===== config.mk =====
export PLATFORM = sky130hd
export DESIGN_NAME = tx_feeder
export DESIGN_NICKNAME = d
export VERILOG_FILES = /design/src/rtl/serial_link_pkg.sv /design/src/rtl/nibble_fifo.sv /design/src/rtl/tx_feeder.sv
export SDC_FILE = /design/constraint.sdc
export NUM_CORES = 1
export LEC_CHECK = 0
export CORE_ASPECT_RATIO = 1.2
export CORE_UTILIZATION = 45
export CTS_CLUSTER_SIZE = 14
export DETAILED_ROUTE_END_ITERATION = 8
export PLACE_DENSITY = 0.72
export SYNTH_ARGS = -nofsm -noshare
export SYNTH_HDL_FRONTEND = slang
export SYNTH_SLANG_ARGS = --single-unit

===== constraint.sdc =====
create_clock -name clk -period 3 [get_ports clk]
set_input_delay 0.9 -clock clk [delete_from_list [all_inputs] [get_ports clk]]
set_output_delay 0.9 -clock clk [all_outputs]
set_load 0.05 [all_outputs]

===== src/rtl/serial_link_pkg.sv =====
// Shared definitions for the nibble serial link: data width, sender frame timing and
// the feeder FSM state encoding.
package serial_link_pkg;

  localparam int unsigned DATA_W       = 4;
  localparam int unsigned FRAME_CYCLES = 6;
  // Wide enough for FRAME_CYCLES + the largest GAP (7).
  localparam int unsigned WAIT_W       = $clog2(FRAME_CYCLES + 8);

  typedef enum logic [1:0] {
    StIdle,
    StLaunch,
    StWait
  } tx_state_e;

  // Counter preload so consecutive launches land FRAME_CYCLES + gap edges apart.
  function automatic logic [WAIT_W-1:0] wait_load(input int unsigned gap);
    return WAIT_W'(FRAME_CYCLES + gap - 2);
  endfunction

endpackage


===== src/rtl/nibble_fifo.sv =====
// Power-of-two circular FIFO holding nibbles queued for the serial sender.
// Writes while full are dropped; the occupancy count is kept explicitly.
module nibble_fifo #(
  parameter int unsigned DEPTH  = 4,
  parameter int unsigned DATA_W = 4,
  localparam int unsigned PTR_W = $clog2(DEPTH),
  localparam int unsigned CNT_W = $clog2(DEPTH + 1)
) (
  input  logic              clk,
  input  logic              reset,
  input  logic              wr_en,
  input  logic [DATA_W-1:0] wr_data,
  input  logic              rd_en,
  output logic [DATA_W-1:0] rd_data,
  output logic [CNT_W-1:0]  count,
  output logic              full,
  output logic              empty
);

  logic [DATA_W-1:0] mem [DEPTH];
  logic [PTR_W-1:0]  wptr_q, wptr_d;
  logic [PTR_W-1:0]  rptr_q, rptr_d;
  logic [CNT_W-1:0]  count_q, count_d;
  logic              push, pop;

  assign full    = (count_q == CNT_W'(DEPTH));
  assign empty   = (count_q == '0);
  assign count   = count_q;
  assign rd_data = mem[rptr_q];

  assign push = wr_en && !full && !reset;
  assign pop  = rd_en && !empty;

  always_comb begin
    wptr_d  = wptr_q;
    rptr_d  = rptr_q;
    count_d = count_q;
    if (push) wptr_d = wptr_q + 1'b1;
    if (pop)  rptr_d = rptr_q + 1'b1;
    unique case ({push, pop})
      2'b10:   count_d = count_q + 1'b1;
      2'b01:   count_d = count_q - 1'b1;
      default: count_d = count_q;
    endcase
  end

  always_ff @(posedge clk) begin
    if (reset) begin
      wptr_q  <= '0;
      rptr_q  <= '0;
      count_q <= '0;
    end else begin
      wptr_q  <= wptr_d;
      rptr_q  <= rptr_d;
      count_q <= count_d;
    end
  end

  // Storage needs no reset: pointers and count define what is valid.
  always_ff @(posedge clk) begin
    if (push) mem[wptr_q] <= wr_data;
  end

endmodule


===== src/rtl/tx_feeder.sv =====
// Drains the nibble FIFO into the serial sender: one start pulse per nibble, spaced so the
// sender has finished its frame plus GAP idle cycles before the next launch.
module tx_feeder
  import serial_link_pkg::*;
#(
  parameter int unsigned DEPTH = 4,
  parameter int unsigned GAP   = 1,
  localparam int unsigned CNT_W = $clog2(DEPTH + 1)
) (
  input  logic              clk,
  input  logic              reset,
  input  logic [DATA_W-1:0] dataIn,
  input  logic              inValid,
  output logic              inReady,
  output logic              start,
  output logic [DATA_W-1:0] dataOut,
  output logic [CNT_W-1:0]  count,
  output logic              busy
);

  tx_state_e         state_q, state_d;
  logic [WAIT_W-1:0] wait_q, wait_d;
  logic              start_q, start_d;
  logic [DATA_W-1:0] data_q, data_d;
  logic              pop;
  logic              fifo_full, fifo_empty;
  logic [DATA_W-1:0] head;

  nibble_fifo #(
    .DEPTH  (DEPTH),
    .DATA_W (DATA_W)
  ) u_fifo (
    .clk     (clk),
    .reset   (reset),
    .wr_en   (inValid),
    .wr_data (dataIn),
    .rd_en   (pop),
    .rd_data (head),
    .count   (count),
    .full    (fifo_full),
    .empty   (fifo_empty)
  );

  assign inReady = !fifo_full;
  assign start   = start_q;
  assign dataOut = data_q;
  assign busy    = (state_q != StIdle);

  always_comb begin
    state_d = state_q;
    wait_d  = wait_q;
    start_d = start_q;
    data_d  = data_q;
    pop     = 1'b0;
    unique case (state_q)
      StIdle: begin
        if (!fifo_empty) begin
          pop     = 1'b1;
          data_d  = head;
          start_d = 1'b1;
          state_d = StLaunch;
        end
      end
      StLaunch: begin
        start_d = 1'b0;
        wait_d  = wait_load(GAP);
        state_d = StWait;
      end
      StWait: begin
        // Leave as the counter reaches zero so IDLE can relaunch on the very next edge.
        wait_d = wait_q - 1'b1;
        if (wait_q <= WAIT_W'(1)) begin
          wait_d  = '0;
          state_d = StIdle;
        end
      end
      default: state_d = StIdle;
    endcase
  end

  always_ff @(posedge clk) begin
    if (reset) begin
      state_q <= StIdle;
      wait_q  <= '0;
      start_q <= 1'b0;
      data_q  <= '0;
    end else begin
      state_q <= state_d;
      wait_q  <= wait_d;
      start_q <= start_d;
      data_q  <= data_d;
    end
  end

endmodule


==> qor.csv <==
metric,value,unit
synth_top_cell_area_share,0.309,
relSlewSlack,0.666,
grt_pass1_vias,973,
routed_wl,2680,µm
reg2reg_to,u_fifo.count[2]$_SDFFE_PP0P_,
clock_skew,0.00389,ns
rr_worst_depth,10,
ctsHoldBuffers,0,
routedWlPerCell,14.1,µm
ctsResizeCount,0,
die_area,3690,µm²
setup_violations,0,
period_needed,2.75,ns
drt_iter0_drc,66,
wl_met2,1450,µm
yosys-top-cells-area,"edfxtp_1 31%, dfxtp_1 23%, ha_1 8.9%",
grt_antenna_before_repair,0,
hpwlAfterDp,1980,µm
post_cts_buffers,0,
initial_core_util,0.470,
crit_required,2.10,ns
vias,1005,
synth_compound_area_frac,0.0564,
cts.sinks,34,
synthAdderAreaFrac,0.101,
hold_viol,0,
hp-class,register to register,
whs_endpoint,wait_q[1]$_SDFFE_PP0P_,
gp_congestion,0.745,
postSynthAreaPerCell,11.9,µm²
root_buffer,clkbuf_8,
placementRows,23,
synth_xor_area_frac,0.0282,
grt_overflow,0,
grt_pass1_wl,4530,µm
timing.rr.start,u_fifo.count[2]$_SDFFE_PP0P_,
power.switching,809,µW
dp_slack,0.168,ns
viasPerCell,5.26,
yosys.area_share.simple,0.130,
critPathLaunchType,register,
maxCapViolCount,0,
h-tree-depth,2,
syn_area,1550,µm²
worst_pin_slew,0.500,ns
clockPowerShare,0.166,
drc,0,
status,finished clean,
worst-path-max-fanout,6,
synth_top_family_by_area,simple AND/OR/NAND/NOR gates,
p_leak,0.671,nW
wl_met3,105,µm
ir_drop,0.785,mV
r2r_slack,0.67,ns
synthArstFlopShare,0,
worst-setup-path-type,register to output pin,
wl_met1,1100,µm
synth.area.mux_share,0.0966,
coreArea,3310,µm²
die_w,55.6,µm
port-buffer-count,16,
nets,172,
synth-main-ff-cell,dfxtp_1,
ant_nets,0,
switching_share,0.416,
first_pass_iters,4,
ys_types,30,
fin_crit_sh,0.916,
setup_tns,0,ns
end_kind,output pin,
rsz0062_at_grt,no,
cts_buffer_depth,2,
yosysTopAreaCell,edfxtp_1,
synth-warning-count,0,
drive_above_1_share,0.104,
setup_ws,0.253,ns
ys_seq_area_frac,0.541,
synth_edf_count,16,
final_util,0.556,
hold_depth,2,
pwr-share-seq,0.347,
ys_seq_elements,34,
grt_usage,0.165,
drv_slew,0,
fmax,0.364,GHz
synthToLayoutAreaGrowth,18.4,%
cts_made_buffers,5,
num_io_pins,17,
cp.arrival,1.85,ns
cts_tree,built,
power_frac_comb,0.487,
powerDensity,1060,nW/µm²
dieHeight,66.4,µm
clk_latency,0.29,ns
clk_pin_slew_worst_paths,0.07,ns
syn-instance-count,131,
routed.top_layer,met4,
grt_max_degree,21,
p_int,1.14,mW
antenna_cells,0,
synth_fp_nets,150,
holdCritStartpoint,wait_q[1]$_SDFFE_PP0P_,
-- state kept, by name (all words and copies together) (netlist names) --
| signal | count |
|---|---|
| dataOut | 4 |
| start | 1 |
| state_q | 2 |
| u_fifo.count | 3 |
| u_fifo.mem | 16 |
| u_fifo.rptr_q | 2 |
| u_fifo.wptr_q | 2 |
| wait_q | 4 |
-- how the worst max path moves through the flow --
stage,startpoint,end,slack [ns],cells after the start
5_1_grt,state_q[0]$_SDFFE_PP0P_,busy,0.17,4
2_1_floorplan,u_fifo.count[2]$_SDFFE_PP0P_,u_fifo.count[2]$_SDFFE_PP0P_,0.34,10
6_report,u_fifo.count[2]$_SDFFE_PP0P_,inReady,0.25,2
4_1_cts,u_fifo.count[2]$_SDFFE_PP0P_,inReady,0.24,2
3_5_place_dp,inValid,u_fifo.count[2]$_SDFFE_PP0P_,0.17,10
3_3_place_gp,inValid,u_fifo.count[2]$_SDFFE_PP0P_,0.25,10
-- routing by layer --
metal	track usage	vias up
met5	0	-
met4	0.0719	0
met3	0.0548	3
met2	0.282	21
met1	0.190	490
li1	-	491
-- kinds of logic (layout without fill, tap and decap cells) --
family	Yosys count	in the layout
fa+ha+maj	12	12
compound gates	14	14
simple gates	40	40
buf+inv	16	39
flops	34	34
mux	10	10
xor+xnor	5	5
-- layout by cell type, fill, tap and decap left out, types with 2 or more instances in the layout --
cell,Yosys,layout
a21oi_1,6,6
and2_1,4,4
buf_4,1,3
clkbuf_8,0,5
clkdlybuf4s50_1,0,16
dfxtp_1,18,18
edfxtp_1,16,16
ha_1,11,11
inv_1,12,12
mux2i_1,6,6
mux4_2,4,4
nand2_1,7,7
nand2b_1,5,5
nand3b_1,2,2
nor2_1,15,15
nor3_1,2,2
o21ai_0,2,2
o31a_1,3,3
xnor2_1,2,2
xor2_1,3,3
-- worst max-delay path, cell delays in order (launching register included) --
cell             delay (ns)
dfxtp_1                0.42
or3b_4                 0.42
clkdlybuf4s50_1        0.72
-- per-stage QoR --
stage / cells / hold WS, ns / total power, mW / instance area, µm²
2_1_floorplan: 131 / 0.458 / 1.38 / 1550
3_3_place_gp: 183 / 0.475 / 1.59 / 1760
3_5_place_dp: 183 / 0.483 / 1.64 / 1760
4_1_cts: 191 / 0.495 / 1.97 / 1840
5_1_grt: 191 / 0.526 / 2.09 / 1840
6_report: 191 / 0.492 / 1.95 / 1840
-- cell type report --
| cell class | instances | area [µm²] |
|---|---|---|
| multi-input cells | 81 | 641 |
| flip-flops and latches | 34 | 841 |
| repair buffers | 19 | 183 |
| well taps | 37 | 46.3 |
| inverters | 12 | 45.0 |
| clock inverters | 3 | 16.3 |
| clock buffers | 5 | 68.8 |
| fillers | 287 | 1470 |
-- power by group through the flow --
stage / combinational (mW) / sequential (mW) / clock, mW
6_report: 0.948 / 0.674 / 0.324
5_1_grt: 1.04 / 0.690 / 0.357
4_1_cts: 0.956 / 0.676 / 0.335
3_5_place_dp: 0.951 / 0.686 / 0
3_3_place_gp: 0.910 / 0.679 / 0
2_1_floorplan: 0.567 / 0.818 / 0
-- cell usage after synthesis, types with 2 or more instances --
cell type   n
nand2b_1    5
ha_1       11
xor2_1      3
o21ai_0     2
edfxtp_1   16
o31a_1      3
mux4_2      4
nor3_1      2
nor2_1     15
xnor2_1     2
dfxtp_1    18
nand3b_1    2
inv_1      12
a21oi_1     6
mux2i_1     6
and2_1      4
nand2_1     7
No activity file was read; power rests on OpenSTA's default activity.
